<file path="src/rtl/pwm_pkg.sv">
// Shared constants and types for the multi-channel PWM peripheral.
package pwm_pkg;

  localparam int NUM_CH_MAX = 32;

  // Byte-bus register map
  localparam logic [6:0] ADDR_OUT_EN0   = 7'h00;
  localparam logic [6:0] ADDR_PWM_EN0   = 7'h04;
  localparam logic [6:0] ADDR_PRESCALE  = 7'h08;
  localparam logic [6:0] ADDR_MODE      = 7'h09;
  localparam logic [6:0] ADDR_DUTY_BASE = 7'h10;

  typedef enum logic {
    MODE_EDGE   = 1'b0,
    MODE_CENTRE = 1'b1
  } mode_e;

endpackage

</file>
<file path="src/rtl/pwm_timebase.sv">
// PWM timebase: clock prescaler plus the shared up or up/down period counter.
// boundary marks the tick that begins a new PWM period.
module pwm_timebase
  import pwm_pkg::*;
#(
  parameter int WIDTH = 8
) (
  input  logic             clk,
  input  logic             rst_n,
  input  logic [7:0]       prescale,
  input  mode_e            mode,
  input  logic             clr_pcnt,
  input  logic             clr_all,
  output logic             boundary,
  output logic [WIDTH-1:0] cnt,
  output logic             dir
);

  localparam logic [WIDTH-1:0] MAX     = '1;
  localparam logic [WIDTH-1:0] TOP_UP  = MAX - 1'b1;
  localparam logic [WIDTH-1:0] CNT_ONE = WIDTH'(1);

  logic [7:0] pcnt;
  logic       tick;

  assign tick     = (pcnt == prescale);
  assign boundary = tick && (cnt == '0) && !dir;

  // Prescaler: counts 0..prescale and restarts; any prescale or mode write restarts it.
  always_ff @(posedge clk or negedge rst_n) begin
    if (!rst_n) begin
      pcnt <= '0;
    end else if (clr_pcnt || clr_all || tick) begin
      pcnt <= '0;
    end else begin
      pcnt <= pcnt + 8'd1;
    end
  end

  // Period counter: sawtooth in edge mode, triangle (dir=1 while falling) in centre mode.
  always_ff @(posedge clk or negedge rst_n) begin
    if (!rst_n) begin
      cnt <= '0;
      dir <= 1'b0;
    end else if (clr_all) begin
      cnt <= '0;
      dir <= 1'b0;
    end else if (tick) begin
      if (mode == MODE_EDGE) begin
        dir <= 1'b0;
        cnt <= (cnt == TOP_UP) ? '0 : cnt + 1'b1;
      end else if (!dir) begin
        if (cnt == TOP_UP) begin
          cnt <= MAX;
          dir <= 1'b1;
        end else begin
          cnt <= cnt + 1'b1;
        end
      end else begin
        if (cnt == CNT_ONE) begin
          cnt <= '0;
          dir <= 1'b0;
        end else begin
          cnt <= cnt - 1'b1;
        end
      end
    end
  end

endmodule

</file>
<file path="src/rtl/pwm_multi_channel.sv">
// Multi-channel PWM peripheral: byte-bus register file, double-buffered
// per-channel duty, compare against a shared timebase, registered pin outputs.
module pwm_multi_channel
  import pwm_pkg::*;
#(
  parameter int NUM_CH = 16,
  parameter int WIDTH  = 8
) (
  input  logic              clk,
  input  logic              rst_n,
  input  logic              wr_en,
  input  logic [6:0]        wr_addr,
  input  logic [7:0]        wr_data,
  input  logic [6:0]        rd_addr,
  output logic [7:0]        rd_data,
  output logic [NUM_CH-1:0] out,
  output logic              period_start
);

  logic [NUM_CH-1:0]     out_en;
  logic [NUM_CH-1:0]     pwm_en;
  logic [7:0]            prescale;
  mode_e                 mode;
  logic [WIDTH-1:0]      duty   [NUM_CH];
  logic [WIDTH-1:0]      shadow [NUM_CH];

  logic [6:0]            wr_idx;
  logic [6:0]            rd_idx;
  logic                  wr_prescale;
  logic                  wr_mode;

  logic                  boundary;
  logic                  dir;
  logic [WIDTH-1:0]      cnt;

  logic [NUM_CH-1:0]     pwm_raw_p0;
  logic [NUM_CH-1:0]     out_p1;
  logic                  period_start_p1;
  logic [NUM_CH_MAX-1:0] out_en_w;
  logic [NUM_CH_MAX-1:0] pwm_en_w;

  // Out-of-range duty addresses wrap to large indices and never match a channel.
  assign wr_idx      = wr_addr - ADDR_DUTY_BASE;
  assign rd_idx      = rd_addr - ADDR_DUTY_BASE;
  assign wr_prescale = wr_en && (wr_addr == ADDR_PRESCALE);
  assign wr_mode     = wr_en && (wr_addr == ADDR_MODE);

  pwm_timebase #(
    .WIDTH (WIDTH)
  ) u_timebase (
    .clk      (clk),
    .rst_n    (rst_n),
    .prescale (prescale),
    .mode     (mode),
    .clr_pcnt (wr_prescale),
    .clr_all  (wr_mode),
    .boundary (boundary),
    .cnt      (cnt),
    .dir      (dir)
  );

  // Register file: byte-addressed writes, enable bits only exist for real channels.
  always_ff @(posedge clk or negedge rst_n) begin
    if (!rst_n) begin
      out_en   <= '0;
      pwm_en   <= '0;
      prescale <= '0;
      mode     <= MODE_EDGE;
      for (int ch = 0; ch < NUM_CH; ch++) duty[ch] <= '0;
    end else if (wr_en) begin
      for (int ch = 0; ch < NUM_CH; ch++) begin
        if (wr_addr == (ADDR_OUT_EN0 | {5'b0, ch[4:3]})) out_en[ch] <= wr_data[ch[2:0]];
        if (wr_addr == (ADDR_PWM_EN0 | {5'b0, ch[4:3]})) pwm_en[ch] <= wr_data[ch[2:0]];
        if (wr_idx == ch[6:0]) duty[ch] <= wr_data[WIDTH-1:0];
      end
      if (wr_addr == ADDR_PRESCALE) prescale <= wr_data;
      if (wr_addr == ADDR_MODE) mode <= mode_e'(wr_data[0]);
    end
  end

  // Shadow duties reload only at the period boundary; a same-edge duty write is forwarded.
  always_ff @(posedge clk or negedge rst_n) begin
    if (!rst_n) begin
      for (int ch = 0; ch < NUM_CH; ch++) shadow[ch] <= '0;
    end else if (boundary) begin
      for (int ch = 0; ch < NUM_CH; ch++) begin
        shadow[ch] <= (wr_en && (wr_idx == ch[6:0])) ? wr_data[WIDTH-1:0] : duty[ch];
      end
    end
  end

  // ---- stage p0: compare ----
  // While falling the comparison includes equality so the pulse is exactly
  // 2*duty ticks wide, centred on the wrap, and full-scale duty never drops.
  always_comb begin
    pwm_raw_p0 = '0;
    for (int ch = 0; ch < NUM_CH; ch++) begin
      pwm_raw_p0[ch] = dir ? (cnt <= shadow[ch]) : (cnt < shadow[ch]);
    end
  end

  // ---- stage p1: registered pin outputs and period pulse ----
  always_ff @(posedge clk or negedge rst_n) begin
    if (!rst_n) begin
      out_p1          <= '0;
      period_start_p1 <= 1'b0;
    end else begin
      out_p1          <= out_en & (pwm_raw_p0 | ~pwm_en);
      period_start_p1 <= boundary;
    end
  end

  assign out          = out_p1;
  assign period_start = period_start_p1;

  // Readback mux: enable words padded to 32 bits, unmapped addresses read 0.
  always_comb begin
    out_en_w = '0;
    pwm_en_w = '0;
    for (int ch = 0; ch < NUM_CH; ch++) begin
      out_en_w[ch] = out_en[ch];
      pwm_en_w[ch] = pwm_en[ch];
    end
    rd_data = 8'h00;
    case (rd_addr)
      ADDR_OUT_EN0:         rd_data = out_en_w[7:0];
      ADDR_OUT_EN0 + 7'd1:  rd_data = out_en_w[15:8];
      ADDR_OUT_EN0 + 7'd2:  rd_data = out_en_w[23:16];
      ADDR_OUT_EN0 + 7'd3:  rd_data = out_en_w[31:24];
      ADDR_PWM_EN0:         rd_data = pwm_en_w[7:0];
      ADDR_PWM_EN0 + 7'd1:  rd_data = pwm_en_w[15:8];
      ADDR_PWM_EN0 + 7'd2:  rd_data = pwm_en_w[23:16];
      ADDR_PWM_EN0 + 7'd3:  rd_data = pwm_en_w[31:24];
      ADDR_PRESCALE:        rd_data = prescale;
      ADDR_MODE:            rd_data = {7'b0, mode};
      default: begin
        for (int ch = 0; ch < NUM_CH; ch++) begin
          if (rd_idx == ch[6:0]) rd_data = 8'(duty[ch]);
        end
      end
    endcase
  end

endmodule
</file>
<file path="config.mk">
export PLATFORM = sky130hd
export DESIGN_NAME = pwm_multi_channel
export DESIGN_NICKNAME = d
export VERILOG_FILES = /design/src/rtl/pwm_pkg.sv /design/src/rtl/pwm_timebase.sv /design/src/rtl/pwm_multi_channel.sv
export SDC_FILE = /design/constraint.sdc
export NUM_CORES = 1
export LEC_CHECK = 0
export CAP_MARGIN = 20
export CELL_PAD_IN_SITES_DETAIL_PLACEMENT = 1
export CELL_PAD_IN_SITES_GLOBAL_PLACEMENT = 1
export CORE_ASPECT_RATIO = 1.75
export CORE_MARGIN = 5
export CORE_UTILIZATION = 40
export CTS_CLUSTER_SIZE = 16
export DETAILED_ROUTE_END_ITERATION = 8
export GPL_TIMING_DRIVEN = 0
export MAX_ROUTING_LAYER = met4
export PLACE_DENSITY = 0.66
export SLEW_MARGIN = 10
export SYNTH_ARGS = -nofsm -noshare
export SYNTH_HDL_FRONTEND = slang
export SYNTH_SLANG_ARGS = --single-unit
export TNS_END_PERCENT = 5
</file>
<file path="constraint.sdc">
create_clock -name clk -period 3.78 [get_ports clk]
set_clock_uncertainty 0.2 [all_clocks]
set_input_delay 1.134 -clock clk [delete_from_list [all_inputs] [get_ports clk]]
set_output_delay 1.134 -clock clk [all_outputs]
set_load 0.01 [all_outputs]
</file>
==> impl_metrics.json <==
{
  "status": "complete, but fails checks",
  "violations": "negative setup slack",
  "routed_wl_mm": 67.1,
  "ir_drop_v": 0.000318,
  "die-area_mm2": 0.0497,
  "final_common_cell": "dfrtp_1",
  "die_width_um": 171,
  "core_area_mm2": 0.0450,
  "drive_above_1_share_pct": 25.0,
  "critPathLaunchType": "input port",
  "clkSlewWorstSetupHoldPaths_ps": 60,
  "finalCriticalPeriod_ps": 4240,
  "p_int_mw": 8.31,
  "switching_share_pct": 36.1,
  "cts_buffers": 35,
  "avgSynthCellArea_um2": 10.8,
  "syn_to_final_growth_pct": 16.6,
  "async_flop_share_pct": 100,
  "synthFlopType": "dfrtp_1",
  "layout.nets": 1936,
  "synth_cells": 1680,
  "rsz0062_at_grt": "true",
  "finalSetupViolations": 8,
  "synthAdderAreaFrac_pct": 9.21,
  "crit_chain": "buf_16 -> mux4_2 -> nor2b_1 -> a221o_1 -> a41oi_2 -> o221ai_2 -> buf_2",
  "p_switching_mw": 4.69,
  "pwr-share-seq_pct": 38.5,
  "ios": 50,
  "critPathMaxStageDelay_ps": 570,
  "yosys.area_share.simple_pct": 11.4,
  "track_usage_pct": 27.9,
  "worstPathArrival_ps": 2910,
  "synth_xor_area_share_pct": 0.679,
  "place.gp.congestion": 0.952,
  "slew_viol_final": 0,
  "drt-vias-per-instance": 5.81,
  "final_core_util_pct": 46.8,
  "worstPathMaxFanout": 8,
  "p_leak_nw": 9.66,
  "cp_slowest_cell": "mux4_2",
  "synth_mux_area_share_pct": 16.3,
  "port_buffers": 45,
  "setup_ws_ps": -459,
  "antenna_found_initial": 1,
  "dp_slack_ps": -2070,
  "synth_edf_count": 0,
  "grt_pass1_wl_mm": 99.4,
  "die_h_um": 291,
  "drt_iter0_drc": 666,
  "synth_compound_area_share_pct": 11.8,
  "hold_violations": 0,
  "crit_type": "in -> out",
  "rows": 103,
  "max_freq_mhz": 236,
  "dr.pass1.iters": 4,
  "synth_top_family_by_area": "multiplexers",
  "dpl.hpwl_mm": 49.7,
  "endpoint_kind": "output pin",
  "maxCapViolCount": 0,
  "clkLatencyLatePin_ps": 530,
  "relSlewSlack_pct": 27.9,
  "antenna_left": 0,
  "worstMarginPinSlew_ps": 1080,
  "clock_path_buffers": 3,
  "fill_cells": 4832,
  "yosysWarnings": 0,
  "grt_pass1_vias": 15400,
  "avgRoutedWirePerCell_um": 28.2,
  "synth_nets": 1838,
  "cp.buffers_inverters": 2,
  "hold_class": "in -> async",
  "p_per_area_mw_per_mm2": 617,
  "p_clk_share_pct": 27.3,
  "grt_max_degree": 110,
  "period_share_pct": 112,
  "synth_seq_cells": 331,
  "netlist_area_mm2": 0.0181,
  "final_cell_mix": "dfrtp_1, mux2_2, nand2_1, o21ai_0, ha_1",
  "root_buffer": "clkbuf_16",
  "cts_sinks": 331,
  "drc": 0,
  "cp_data_required_time_ps": 2450,
  "postCtsHoldBufs": 0,
  "vias": 13800,
  "grt-ovfl-total": 0,
  "power_frac_comb_pct": 34.2,
  "yosysUniqueCellTypes": 77,
  "seq_area_frac_synth_pct": 45.9,
  "path_delay_family": "compound AO/OA/AOI/OAI gates",
  "htree_levels": 2,
  "cts_tree": "built",
  "initial_core_util_pct": 40.2
}
-- layout make-up --
class / count / area (µm²) / area share (%)
Clock buffer: 47 / 1000 / 4.76
Antenna cell: 1 / 2.50 / 0.0119
Multi-Input combinational cell: 1144 / 9220 / 43.7
Sequential cell: 331 / 8290 / 39.3
Tap cell: 577 / 722 / 3.43
Inverter: 119 / 447 / 2.12
Timing Repair Buffer: 63 / 663 / 3.15
Clock inverter: 15 / 149 / 0.707
Buffer: 84 / 578 / 2.74
-- power groups by stage --
stage | registers (mW) | logic, mW | clock network (mW)
3_5_place_dp | 5.07 | 4.37 | 0
3_3_place_gp | 5.09 | 4.04 | 0
4_1_cts | 5.01 | 4.48 | 3.61
5_1_grt | 5.09 | 5.01 | 3.75
6_report | 5.01 | 4.45 | 3.54
2_1_floorplan | 4.80 | 2.96 | 0
-- worst register-to-register path, cell delays in order (launching register included) --
cell	delay, ps
dfrtp_1	520
inv_2	620
ha_1	420
nand3_1	170
nor3_4	560
buf_1	770
nand2_1	200
o21ai_0	120
-- synth_stat cells (8+ instances only) --
master    count  area (µm²)
o21ai_0     149         746
nor2b_1      28         175
ha_1        133        1660
xnor2_1       9        78.8
o21ai_1       9        45.0
nand3_2       9        90.1
nand2b_1     11        68.8
nand4_1      25         156
a21o_1       14         105
o21a_1       22         165
inv_1       119         447
and3_1        8        50.1
a21oi_1      34         170
o22ai_1      10        62.6
nor3_1       14        70.1
mux4_2       10         225
a211oi_1     21         158
nand3_1      35         175
clkbuf_1     35         131
mux2i_1      26         260
dfrtp_1     331        8280
buf_2        40         200
o31ai_1      21         158
nand2_1     167         627
mux2_2      218        2450
o211ai_1     12        90.1
nor2_1       59         221
-- metrics by stage --
step / instance area (µm²) / std cells / hold WS, ps / total power [mW] / setup TNS (ps)
after floorplan: 18100 / 1680 / 274 / 7.76 / -18.7
after global placement: 19300 / 2302 / 290 / 9.13 / -4462080
after detailed placement: 19400 / 2308 / 296 / 9.45 / -16490
after CTS: 21000 / 2379 / 275 / 13.1 / -3570
after global routing: 21100 / 2381 / 288 / 13.9 / -3350
final: 21100 / 2381 / 278 / 13.0 / -3240
-- cell families after synthesis --
| group | Yosys count |
|---|---|
| compound gates | 341 |
| xor+xnor | 14 |
| fa+ha+maj | 133 |
| buf+inv | 205 |
| flops | 331 |
| mux | 255 |
| simple gates | 401 |
-- layer usage --
metal  up-vias  routed length [µm]  global-route usage [%]
li1       6221                   -                       -
met1      7142               26000                    31.6
met2       301               35100                    48.7
met3       160                1760                    2.51
met4         0                4240                    14.4
met5         -                   0                       -
-- what timing repair did --
item,4_1_cts,5_1_grt
resized for setup,150,34
endpoints found under the hold margin,0,0
pin swaps,22,9
setup buffers,11,1
setup endpoints to repair,8,9
-- sequential cells by signal, indices dropped and copies added, names as in the netlist --
signal	count
duty	128
mode	1
out	16
out_en	16
period_start	1
prescale	8
pwm_en	16
shadow	128
u_timebase.cnt	8
u_timebase.dir	1
u_timebase.pcnt	8
-- path summary, 6_finish.rpt --
check	start	to	slack [ps]	cells past startpoint
max	rd_addr[0]	rd_data[1]	-460	7
min	rst_n	shadow[64]	280	1
max reg2reg	u_timebase.cnt[0]	shadow[126]	120	7
min reg2reg	shadow[26]	shadow[26]	310	1
max in group asynchronous	rst_n	shadow[28]	1750	3
min in group clk	shadow[26]	shadow[26]	310	1
Power figures use the tool's default switching activity.
